`config.mk`:
```
export PLATFORM = sky130hd
export DESIGN_NAME = distortion_gain_sequencer_flat
export DESIGN_NICKNAME = d
export VERILOG_FILES = /design/src/rtl/distortion_gain_sequencer_if.sv /design/src/rtl/distortion_gain_sequencer.sv /design/src/flat_wrapper.sv
export SDC_FILE = /design/constraint.sdc
export NUM_CORES = 1
export LEC_CHECK = 0
export CORE_MARGIN = 2
export CORE_UTILIZATION = 40
export CTS_CLUSTER_DIAMETER = 30
export DETAILED_ROUTE_END_ITERATION = 12
export GPL_TIMING_DRIVEN = 0
export SLEW_MARGIN = 40
export SYNTH_ARGS = -nofsm -noshare
export SYNTH_HDL_FRONTEND = slang
export SYNTH_SLANG_ARGS = --single-unit
```
`constraint.sdc`:
```
create_clock -name CLK -period 9.9 [get_ports CLK]
set_input_delay 1.485 -clock CLK [delete_from_list [all_inputs] [get_ports CLK]]
set_output_delay 1.485 -clock CLK [all_outputs]
set_load 0.005 [all_outputs]
```
`src/rtl/distortion_gain_sequencer_if.sv`:
```
// Control/status bundle between the board keys/switches and the distortion
// gain sequencer.
//   key3, key2    : pushbuttons, active-low (key3 decrements, key2 increments)
//   SW9, SW8      : mode switches (SW9 has priority)
//   sample_tick   : one-clock pulse per audio sample
//   gainNum       : gain numerator applied to the datapath (signed 16)
//   gainDen       : gain denominator, always 1 (signed 16)
//   target_gain   : debounced user target gain (signed 16)
//   mode          : distortion mode (0 bypass, 1, 2)
//   mute          : forces the datapath output to zero while high
//   busy          : high whenever the mode handshake is in progress
// The master modport is the board/control side; the slave modport is the sequencer.
interface distortion_gain_sequencer_if;
    logic               key3;
    logic               key2;
    logic               SW9;
    logic               SW8;
    logic               sample_tick;
    logic signed [15:0] gainNum;
    logic signed [15:0] gainDen;
    logic signed [15:0] target_gain;
    logic [1:0]         mode;
    logic               mute;
    logic               busy;

    modport master (
        output key3, key2, SW9, SW8, sample_tick,
        input  gainNum, gainDen, target_gain, mode, mute, busy
    );

    modport slave (
        input  key3, key2, SW9, SW8, sample_tick,
        output gainNum, gainDen, target_gain, mode, mute, busy
    );
endinterface

```
`src/rtl/distortion_gain_sequencer.sv`:
```
// Distortion gain/mode sequencer. Keys and switches are synchronized and
// debounced; keys produce press and auto-repeat events that step a saturated
// target gain; the applied gain ramps one step per audio sample toward the
// target; mode changes go through a timed mute -> swap -> settle handshake.
// Ports:
//   CLK     : system clock
//   RESET_N : synchronous active-low reset
//   bus     : slave side of distortion_gain_sequencer_if (keys, switches,
//             sample tick in; gain, mode, mute, busy out)
module distortion_gain_sequencer #(
    parameter int DEBOUNCE_CYCLES = 500000,
    parameter int REPEAT_DELAY    = 24000,
    parameter int REPEAT_RATE     = 4800,
    parameter int GAIN_MIN        = 1,
    parameter int GAIN_MAX        = 50,
    parameter int MUTE_SAMPLES    = 64
) (
    input  logic                        CLK,
    input  logic                        RESET_N,
    distortion_gain_sequencer_if.slave  bus
);
    localparam int DB_W   = $clog2(DEBOUNCE_CYCLES + 1);
    localparam int REP_W  = $clog2(REPEAT_DELAY + 1);
    localparam int MUTE_W = $clog2(MUTE_SAMPLES + 1);

    localparam logic [DB_W-1:0]    DB_LAST    = DB_W'(DEBOUNCE_CYCLES - 1);
    localparam logic [REP_W-1:0]   REP_LAST   = REP_W'(REPEAT_DELAY - 1);
    // After a repeat fires the counter restarts here, so the next one is REPEAT_RATE ticks away.
    localparam logic [REP_W-1:0]   REP_RELOAD = REP_W'(REPEAT_DELAY - REPEAT_RATE);
    localparam logic [MUTE_W-1:0]  MUTE_LAST  = MUTE_W'(MUTE_SAMPLES - 1);
    localparam logic signed [15:0] GMIN       = 16'(GAIN_MIN);
    localparam logic signed [15:0] GMAX       = 16'(GAIN_MAX);

    // Bit order: [0] key2, [1] key3, [2] SW8, [3] SW9. Idle = keys released, switches off.
    localparam logic [3:0] IDLE_LEVELS = 4'b0011;

    typedef enum logic [1:0] {
        ST_RUN    = 2'd0,
        ST_MUTING = 2'd1,
        ST_SWAP   = 2'd2,
        ST_SETTLE = 2'd3
    } state_t;

    logic [3:0]             raw_s;
    logic [3:0]             sync1_r;
    logic [3:0]             sync2_r;
    logic [3:0]             db_r;
    logic [DB_W-1:0]        db_cnt_r [4];
    logic [1:0]             key_prev_r;
    logic [REP_W-1:0]       rep_cnt_r [2];
    logic                   up_evt_s;
    logic                   dn_evt_s;
    logic signed [15:0]     target_r;
    logic signed [15:0]     target_next_s;
    logic signed [15:0]     gain_r;
    logic signed [15:0]     gain_next_s;
    logic [1:0]             req_mode_s;
    state_t                 state_r;
    state_t                 state_next_s;
    logic [MUTE_W-1:0]      mute_cnt_r;
    logic [MUTE_W-1:0]      mute_cnt_next_s;
    logic [1:0]             mode_r;
    logic [1:0]             mode_next_s;
    logic                   mute_r;
    logic                   busy_r;

    assign raw_s = {bus.SW9, bus.SW8, bus.key3, bus.key2};

    // Two-flop synchronizer for all key/switch inputs.
    always_ff @(posedge CLK) begin
        if (!RESET_N) begin
            sync1_r <= IDLE_LEVELS;
            sync2_r <= IDLE_LEVELS;
        end else begin
            sync1_r <= raw_s;
            sync2_r <= sync1_r;
        end
    end

    // Debouncers: accept a level only after it has differed for DEBOUNCE_CYCLES clocks.
    always_ff @(posedge CLK) begin
        if (!RESET_N) begin
            db_r       <= IDLE_LEVELS;
            key_prev_r <= 2'b11;
            for (int i = 0; i < 4; i++) begin
                db_cnt_r[i] <= '0;
            end
        end else begin
            key_prev_r <= db_r[1:0];
            for (int i = 0; i < 4; i++) begin
                if (sync2_r[i] == db_r[i]) begin
                    db_cnt_r[i] <= '0;
                end else if (db_cnt_r[i] == DB_LAST) begin
                    db_r[i]     <= sync2_r[i];
                    db_cnt_r[i] <= '0;
                end else begin
                    db_cnt_r[i] <= db_cnt_r[i] + DB_W'(1);
                end
            end
        end
    end

    // Auto-repeat tick counters, one per key; released key clears its counter.
    always_ff @(posedge CLK) begin
        if (!RESET_N) begin
            rep_cnt_r[0] <= '0;
            rep_cnt_r[1] <= '0;
        end else begin
            for (int k = 0; k < 2; k++) begin
                if (db_r[k]) begin
                    rep_cnt_r[k] <= '0;
                end else if (bus.sample_tick && (rep_cnt_r[k] == REP_LAST)) begin
                    rep_cnt_r[k] <= REP_RELOAD;
                end else if (bus.sample_tick) begin
                    rep_cnt_r[k] <= rep_cnt_r[k] + REP_W'(1);
                end else begin
                    rep_cnt_r[k] <= rep_cnt_r[k];
                end
            end
        end
    end

    // Step events: press edge or auto-repeat; saturated target update; ramp toward target.
    always_comb begin
        up_evt_s = (key_prev_r[0] & ~db_r[0]) |
                   (~db_r[0] & bus.sample_tick & (rep_cnt_r[0] == REP_LAST));
        dn_evt_s = (key_prev_r[1] & ~db_r[1]) |
                   (~db_r[1] & bus.sample_tick & (rep_cnt_r[1] == REP_LAST));

        target_next_s = target_r;
        if (up_evt_s && !dn_evt_s && (target_r < GMAX)) begin
            target_next_s = target_r + 16'sd1;
        end else if (dn_evt_s && !up_evt_s && (target_r > GMIN)) begin
            target_next_s = target_r - 16'sd1;
        end else begin
            target_next_s = target_r;
        end

        gain_next_s = gain_r;
        if (bus.sample_tick && (gain_r < target_r)) begin
            gain_next_s = gain_r + 16'sd1;
        end else if (bus.sample_tick && (gain_r > target_r)) begin
            gain_next_s = gain_r - 16'sd1;
        end else begin
            gain_next_s = gain_r;
        end
    end

    // Requested mode from the debounced switches; SW9 wins over SW8.
    always_comb begin
        req_mode_s = 2'd0;
        if (db_r[3]) begin
            req_mode_s = 2'd1;
        end else if (db_r[2]) begin
            req_mode_s = 2'd2;
        end else begin
            req_mode_s = 2'd0;
        end
    end

    // Mode handshake next-state logic.
    always_comb begin
        state_next_s    = state_r;
        mute_cnt_next_s = mute_cnt_r;
        mode_next_s     = mode_r;
        case (state_r)
            ST_RUN: begin
                mute_cnt_next_s = '0;
                if (req_mode_s != mode_r) begin
                    state_next_s = ST_MUTING;
                end else begin
                    state_next_s = ST_RUN;
                end
            end
            ST_MUTING, ST_SETTLE: begin
                if (bus.sample_tick && (mute_cnt_r == MUTE_LAST)) begin
                    state_next_s    = (state_r == ST_MUTING) ? ST_SWAP : ST_RUN;
                    mute_cnt_next_s = '0;
                end else if (bus.sample_tick) begin
                    mute_cnt_next_s = mute_cnt_r + MUTE_W'(1);
                end else begin
                    mute_cnt_next_s = mute_cnt_r;
                end
            end
            ST_SWAP: begin
                mode_next_s     = req_mode_s;
                state_next_s    = ST_SETTLE;
                mute_cnt_next_s = '0;
            end
            default: begin
                state_next_s    = ST_RUN;
                mute_cnt_next_s = '0;
            end
        endcase
    end

    // State, gain and output registers; mute/busy follow the next state so they line up with it.
    always_ff @(posedge CLK) begin
        if (!RESET_N) begin
            state_r    <= ST_RUN;
            mute_cnt_r <= '0;
            mode_r     <= 2'd0;
            mute_r     <= 1'b0;
            busy_r     <= 1'b0;
            target_r   <= 16'sd1;
            gain_r     <= 16'sd1;
        end else begin
            state_r    <= state_next_s;
            mute_cnt_r <= mute_cnt_next_s;
            mode_r     <= mode_next_s;
            mute_r     <= (state_next_s != ST_RUN);
            busy_r     <= (state_next_s != ST_RUN);
            target_r   <= target_next_s;
            gain_r     <= gain_next_s;
        end
    end

    assign bus.gainNum     = gain_r;
    assign bus.gainDen     = 16'sd1;
    assign bus.target_gain = target_r;
    assign bus.mode        = mode_r;
    assign bus.mute        = mute_r;
    assign bus.busy        = busy_r;
endmodule

```
`src/flat_wrapper.sv`:
```
// flat-port wrapper written by rule: the top's interface ports become plain ports
module distortion_gain_sequencer_flat 
#(
    parameter int DEBOUNCE_CYCLES = 500000,
    parameter int REPEAT_DELAY    = 24000,
    parameter int REPEAT_RATE     = 4800,
    parameter int GAIN_MIN        = 1,
    parameter int GAIN_MAX        = 50,
    parameter int MUTE_SAMPLES    = 64
)
  (CLK, RESET_N, bus_key3, bus_key2, bus_SW9, bus_SW8, bus_sample_tick, bus_gainNum, bus_gainDen, bus_target_gain, bus_mode, bus_mute, bus_busy);
  distortion_gain_sequencer_if bus_i ();
  input  logic CLK;
  input  logic RESET_N;
  input wire logic [$bits(bus_i.key3)-1:0] bus_key3;
  input wire logic [$bits(bus_i.key2)-1:0] bus_key2;
  input wire logic [$bits(bus_i.SW9)-1:0] bus_SW9;
  input wire logic [$bits(bus_i.SW8)-1:0] bus_SW8;
  input wire logic [$bits(bus_i.sample_tick)-1:0] bus_sample_tick;
  output wire logic [$bits(bus_i.gainNum)-1:0] bus_gainNum;
  output wire logic [$bits(bus_i.gainDen)-1:0] bus_gainDen;
  output wire logic [$bits(bus_i.target_gain)-1:0] bus_target_gain;
  output wire logic [$bits(bus_i.mode)-1:0] bus_mode;
  output wire logic [$bits(bus_i.mute)-1:0] bus_mute;
  output wire logic [$bits(bus_i.busy)-1:0] bus_busy;
  assign bus_i.key3 = bus_key3;
  assign bus_i.key2 = bus_key2;
  assign bus_i.SW9 = bus_SW9;
  assign bus_i.SW8 = bus_SW8;
  assign bus_i.sample_tick = bus_sample_tick;
  assign bus_gainNum = bus_i.gainNum;
  assign bus_gainDen = bus_i.gainDen;
  assign bus_target_gain = bus_i.target_gain;
  assign bus_mode = bus_i.mode;
  assign bus_mute = bus_i.mute;
  assign bus_busy = bus_i.busy;
  distortion_gain_sequencer #(.DEBOUNCE_CYCLES(DEBOUNCE_CYCLES), .REPEAT_DELAY(REPEAT_DELAY), .REPEAT_RATE(REPEAT_RATE), .GAIN_MIN(GAIN_MIN), .GAIN_MAX(GAIN_MAX), .MUTE_SAMPLES(MUTE_SAMPLES)) u_core (.CLK(CLK), .RESET_N(RESET_N), .bus(bus_i));
endmodule
```
==> results of run 1 <==
==> kinds of logic (layout without fill, tap and decap cells) <==
logic type | after synthesis | count (layout) | share of synthesized area (%)
AND/OR/NAND/NOR | 447 | 447 | 23.4
multiplexers | 19 | 19 | 2.02
buffers and inverters | 77 | 149 | 3.83
XOR/XNOR | 121 | 121 | 11.3
adder cells (fa/ha/maj) | 42 | 42 | 5.67
AO/OA/AOI/OAI | 99 | 99 | 7.52
flip-flops | 164 | 164 | 46.2
other | 2 | 92 | 0.0799
==> power groups by stage <==
stage / Sequential (W) / Clock, W / Combinational (W)
after floorplan: 0.000813 / 0 / 0.000613
after global placement: 0.000825 / 0 / 0.000763
after detailed placement: 0.000825 / 0 / 0.000771
after CTS: 0.000811 / 0.000715 / 0.000775
after global routing: 0.000817 / 0.000743 / 0.000887
final: 0.000810 / 0.000697 / 0.000775
==> cell type report <==
type,instances,area (um2),share of cell area [%]
plain buffers,41,225,2.02
clock buffers,23,522,4.67
clock inverters,9,113,1.01
inverters,36,135,1.21
multi-input cells,820,5040,45.1
flip-flops and latches,164,4340,38.9
well taps,319,399,3.57
repair buffers,40,400,3.58
==> routing by layer <==
layer	up-vias	track usage [%]	routed length [um]
li1	3622	-	-
met4	0	4.89	242
met2	122	26.1	8470
met5	-	0	0
met1	3194	20.6	8980
met3	20	3.66	751
==> final timing paths <==
| kind | start | to | cells past startpoint |
|---|---|---|---|
| setup reg to reg | u_core.bus.target_gain[2] | u_core.bus.gainNum[15] | 16 |
| hold reg to reg | u_core.sync1_r[1] | u_core.sync2_r[1] | 1 |
| hold / removal | u_core.sync1_r[1] | u_core.sync2_r[1] | 1 |
| setup / recovery | u_core.bus.target_gain[2] | u_core.bus.gainNum[15] | 16 |
==> synthesized netlist by cell type (2+ instances only) <==
master	n
inv_1	35
clkbuf_1	14
or3_1	12
or4_4	3
buf_4	17
o32ai_2	4
o21a_1	2
xnor2_1	51
nand2b_1	12
or2_2	4
mux2i_1	19
a21o_1	9
o32ai_1	2
and4_1	6
nor4b_1	2
ha_1	41
nor3_1	18
nand3b_1	2
dfxtp_1	58
o21ai_0	18
nand2_1	80
xor2_1	70
nor2_1	171
a211oi_1	2
a21oi_1	36
o311a_1	2
nor2b_1	2
nor3b_1	3
buf_1	4
and2_1	6
nor4bb_1	4
a31oi_1	5
and3_1	21
buf_2	6
edfxtp_1	106
conb_1	2
o211ai_1	5
nand3_1	53
nand4_1	27
a21oi_2	2
nor4_1	9
==> sequential cells by signal (all words and copies together), names as in the netlist, 2 cells and up <==
register	cells
u_core.bus.mode	2
u_core.key_prev_r	2
u_core.bus.gainNum	16
u_core.rep_cnt_r	30
u_core.sync2_r	4
u_core.db_r	4
u_core.bus.target_gain	16
u_core.mute_cnt_r	7
u_core.db_cnt_r	76
u_core.state_r	2
u_core.sync1_r	4
==> through the flow <==
step,hold WS (ps),cells,total power (W),instance area (um2)
2_1_floorplan,386,1061,0.00143,9740
3_3_place_gp,388,1420,0.00159,10500
3_5_place_dp,406,1420,0.00160,10500
4_1_cts,414,1452,0.00230,11200
5_1_grt,454,1452,0.00245,11200
6_report,416,1452,0.00228,11200
==> critical path, stage by stage, from the launching register on <==
cell,delay (ps)
dfxtp_1,410
clkbuf_1,350
inv_1,90
ha_1,320
o211ai_1,100
a21oi_1,110
or3b_2,500
xor2_1,230
nand2_1,460
ha_1,550
a21oi_1,190
o21ai_0,160
o21ai_0,320
nand4_1,220
a211o_1,300
mux2i_1,180
mux2i_1,200
==> cells in the final DEF, fill, tap and decap left out, types with 5 or more instances in the layout <==
master	count
clkbuf_1	16
nand3_1	53
inv_1	35
ha_1	41
dfxtp_1	58
and2_1	6
edfxtp_1	106
nor3_1	18
a21o_1	9
clkbuf_16	20
nand2b_1	12
o211ai_1	5
and3_1	21
nand2_1	80
xnor2_1	51
buf_2	6
nor4_1	9
conb_1	92
a31oi_1	5
a21oi_1	36
nand4_1	27
xor2_1	70
nor2_1	171
clkdlybuf4s50_1	40
mux2i_1	19
buf_4	17
o21ai_0	18
or3_1	12
and4_1	6
==> run_results.csv, run 1 <==
group,metric,value,unit
outcome,status,"finished, final reports clean",
setup_path,crit_type,"flop to flop",
clock_tree,clk_latency,420,ps
synthesis,yosysTopAreaCell,"edfxtp_1",
setup_path,arrival,5100,ps
place,port_buffers,40,
pwr,p_per_area,204,mW/mm2
die,core_area,0.0233,mm2
final_layout,drive_above_1_share,6.88,%
clock_tree,h-tree-depth,4,
global_route,grt_pass1_wl,31500,um
timing,setup_tns,0,ps
pwr,pwr-share-seq,35.5,%
timing,relSlewSlack,49.7,%
pwr,internal_power,0.00156,W
setup_path,endpoint_kind,"flop",
detailed_routing,ant_nets,0,
setup_path,rrSetupSlack,5150,ps
synthesis,synth_area_per_cell,9.68,um2
pwr,clockPowerShare,30.5,%
place,gp_congestion,0.784,
detailed_routing,wirelength,18400,um
pwr,p_leak,4.24,nW
global_route,first_global_vias,6720,
timing,setup_slack,5150,ps
die,die_w,157,um
final_layout,n_fill_cell,2256,
detailed_routing,drtPass1Iterations,5,
clock_tree,clock-root-buffer,"clkbuf_16",
die,die_area,0.0247,mm2
synthesis,synth-async-reset-ratio,0,%
pwr,p_sw,0.000722,W
clock_tree,path_clk_slew,70,ps
setup_path,cp_max_fo,16,
place,dp_worst_setup_slack,5150,ps
setup_path,cp-start-kind,"flop",
synthesis,synth_top_area_share,33.9,%
clock_tree,cts_tree,"built",
final_layout,fin_util,48.0,%
clock_tree,ctsHoldBuffers,0,
synthesis,synth_enable_flop_cells,106,
synthesis,seq_area_frac_synth,46.2,%
timing,period_share,48.0,%
clock_tree,clock_path_buffers,2,
clock_tree,cts_sinks,164,
detailed_routing,drtIter0Drc,303,
detailed_routing,vias,6958,
global_route,grtUsageTotal,15.8,%
pwr,swShare,31.6,%
timing,finalCriticalPeriod,4750,ps
die,pin_count,59,
synthesis,ys_ff_latch,164,
clock_tree,cts_buffers,17,
timing,hold_viol,0,
detailed_routing,viasPerCell,4.79,
pwr,power_frac_comb,34.0,%
timing,rsz0062_at_grt,"false",
global_route,grt-ovfl-total,0,
clock_tree,postCtsSetupRepairBufs,0,
flow_run,max-cap-violations,0,
final_layout,finalNetCount,1169,
die,die_height,157,um
hold_path,hold_class,"flop to flop",
synthesis,yosysWarningCount,0,
setup_path,required,10250,ps
synthesis,synth_cell_types,67,
synthesis,syn_inst,971,
timing,tightest_slew,747,ps
synthesis,ys.flop_type,"edfxtp_1",
clock_tree,cts_resized,0,
detailed_routing,drc,0,
detailed_routing,wire_per_inst,12.7,um
die,fp-row-count,56,
place,dpl.hpwl,13700,um
timing,setup-violations-final,0,
final_layout,syn2layout_area_growth,18.8,%
timing,fmax,210,MHz
timing,fin_skew,8.33,ps
timing,slew_viol_final,0,
final_layout,antenna_cells,0,
global_route,antenna_found_initial,0,
die,start_util,40.4,%
global_route,grt_max_degree,17,
synthesis,syn_area,0.00940,mm2
pwr,peakVddDrop,0.191,mV
synthesis,ys_top_cells_by_area,"edfxtp_1 34%, dfxtp_1 12%, nor2_1 6.8%",
No activity file was read; power rests on OpenSTA's default activity.
==> run 2, diff against run 1 <==
clock period = 4 ns   (was 9.9 ns; I/O delays follow)
==> run_results.csv, run 2 (same netlist as run 1, synthesis figures left out) <==
group,metric,value,unit
timing,setup_slack,155,ps
detailed_routing,wirelength,19400,um
final_layout,largest-register,"u_core.db_cnt_r",
timing,hold_viol,0,
flow_run,max-cap-violations,0,
detailed_routing,drc,0,
die,start_util,40.4,%
pwr,peakVddDrop,0.625,mV
setup_path,required,4350,ps
clock_tree,cts_sinks,164,
die,fp-row-count,56,
pwr,p_leak,4.35,nW
outcome,status,"finished, final reports clean",
pwr,swShare,32.8,%
global_route,grtUsageTotal,16.1,%
global_route,grt_pass1_wl,32000,um
pwr,internal_power,0.00428,W
pwr,p_per_area,545,mW/mm2
final_layout,finalNetCount,1183,
timing,setup-violations-final,0,
final_layout,multi_input_area,0.00537,mm2
timing,whs,413,ps
detailed_routing,drtIter0Drc,297,
pwr,pwr-share-seq,32.0,%
final_layout,reg.largest.list,"u_core.db_cnt_r x76, u_core.rep_cnt_r x30",
place,port_buffers,40,
clock_tree,cts_tree,"built",
pwr,clockPowerShare,27.3,%
setup_path,arrival,4200,ps
detailed_routing,wire_per_inst,13.2,um
clock_tree,clk_latency,420,ps
timing,period_share,96.1,%
place,dpl.hpwl,13700,um
final_layout,seqCellArea,0.00438,mm2
pwr,power_frac_comb,40.8,%
final_layout,syn2layout_area_growth,24.1,%
timing,fin_skew,9.59,ps
detailed_routing,vias,7059,
final_layout,final_cell_mix,"171 x nor2_1, 106 x edfxtp_1, 92 x conb_1",
clock_tree,ctsHoldBuffers,0,
final_layout,n_fill_cell,2199,
setup_path,cp_max_fo,7,
die,core_area,0.0233,mm2
setup_path,endpoint_kind,"flop",
detailed_routing,ant_nets,0,
global_route,grt-ovfl-total,0,
final_layout,drive_above_1_share,12.6,%
clock_tree,path_clk_slew,70,ps
global_route,antenna_found_initial,0,
setup_path,cp-start-kind,"flop",
setup_path,crit_type,"flop to flop",
place,dp_worst_setup_slack,-747,ps
place,gp_congestion,0.784,
clock_tree,clock-root-buffer,"clkbuf_16",
timing,slew_viol_final,0,
timing,setup_tns,0,ps
clock_tree,h-tree-depth,4,
clock_tree,clock_path_buffers,2,
clock_tree,cts_buffers,17,
final_layout,largest_reg_flops,76,
detailed_routing,drtPass1Iterations,4,
global_route,first_global_vias,6783,
die,pin_count,59,
timing,fmax,260,MHz
final_layout,final_common_cell,"nor2_1",
timing,finalCriticalPeriod,3840,ps
final_layout,finalInstanceArea,0.0117,mm2
final_layout,antenna_cells,0,
global_route,grt_max_degree,17,
place,placed_cell_area,0.0105,mm2
timing,relSlewSlack,49.9,%
detailed_routing,viasPerCell,4.82,
timing,tightest_slew,751,ps
die,die_area,0.0247,mm2
die,die_w,157,um
die,die_height,157,um
pwr,p_sw,0.00208,W
hold_path,hold_class,"flop to flop",
timing,rsz0062_at_grt,"true",
## run 2: layout make-up
| type | count | area share, % |
|---|---|---|
| inverters | 36 | 1.16 |
| clock buffers | 23 | 4.47 |
| multi-input cells | 821 | 46.1 |
| plain buffers | 40 | 1.95 |
| clock inverters | 9 | 0.965 |
| flip-flops and latches | 164 | 37.5 |
| repair buffers | 54 | 4.43 |
| well taps | 319 | 3.42 |
## run 2: stage by stage
stage          total power, W  util [%]  cells
5_1_grt               0.00676      50.2   1466
4_1_cts               0.00595      48.6   1456
2_1_floorplan         0.00353         -   1061
6_report              0.00636      50.2   1466
3_5_place_dp          0.00395      45.3   1420
3_3_place_gp          0.00393      45.3   1420
## run 2: power groups by stage
stage	Clock, W	Sequential [W]	Combinational [W]
6_report	0.00173	0.00203	0.00259
5_1_grt	0.00184	0.00205	0.00287
4_1_cts	0.00177	0.00201	0.00217
3_5_place_dp	0	0.00204	0.00191
3_3_place_gp	0	0.00204	0.00189
2_1_floorplan	0	0.00201	0.00152
## run 2: metal layers
| layer | vias up | share of wire [%] | global-route usage [%] |
|---|---|---|---|
| met4 | 0 | 1.2 | 4.85 |
| met2 | 130 | 47 | 26.8 |
| met3 | 19 | 3.9 | 3.63 |
| met5 | - | 0 | 0 |
| met1 | 3261 | 48 | 20.8 |
| li1 | 3649 | - | - |
## run 2: worst paths after layout
check | from | endpoint | slack [ps] | cells past startpoint
max | u_core.bus.target_gain[14] | u_core.bus.gainNum[15] | 160 | 16
min reg2reg | u_core.sync1_r[1] | u_core.sync2_r[1] | 410 | 1
max reg2reg | u_core.bus.target_gain[14] | u_core.bus.gainNum[15] | 160 | 16
min | u_core.sync1_r[1] | u_core.sync2_r[1] | 410 | 1
## run 2: critical path, cell delays in order, from the launching register on
cell	delay, ps
dfxtp_4	370
inv_1	90
ha_4	280
nand4_1	160
or3_4	440
a21oi_4	120
or3b_4	190
xor2_4	250
nand2_8	140
ha_4	320
a21oi_2	170
o21ai_2	100
o21ai_2	190
nand4_1	180
a211o_1	340
mux2i_2	190
mux2i_1	220
## run 2: repair_timing
item | in CTS | in global routing
pin swaps | 4 | 18
cloned | 1 | 0
setup buffers | 4 | 10
setup endpoints to repair | 11 | 7
resized for setup | 22 | 58
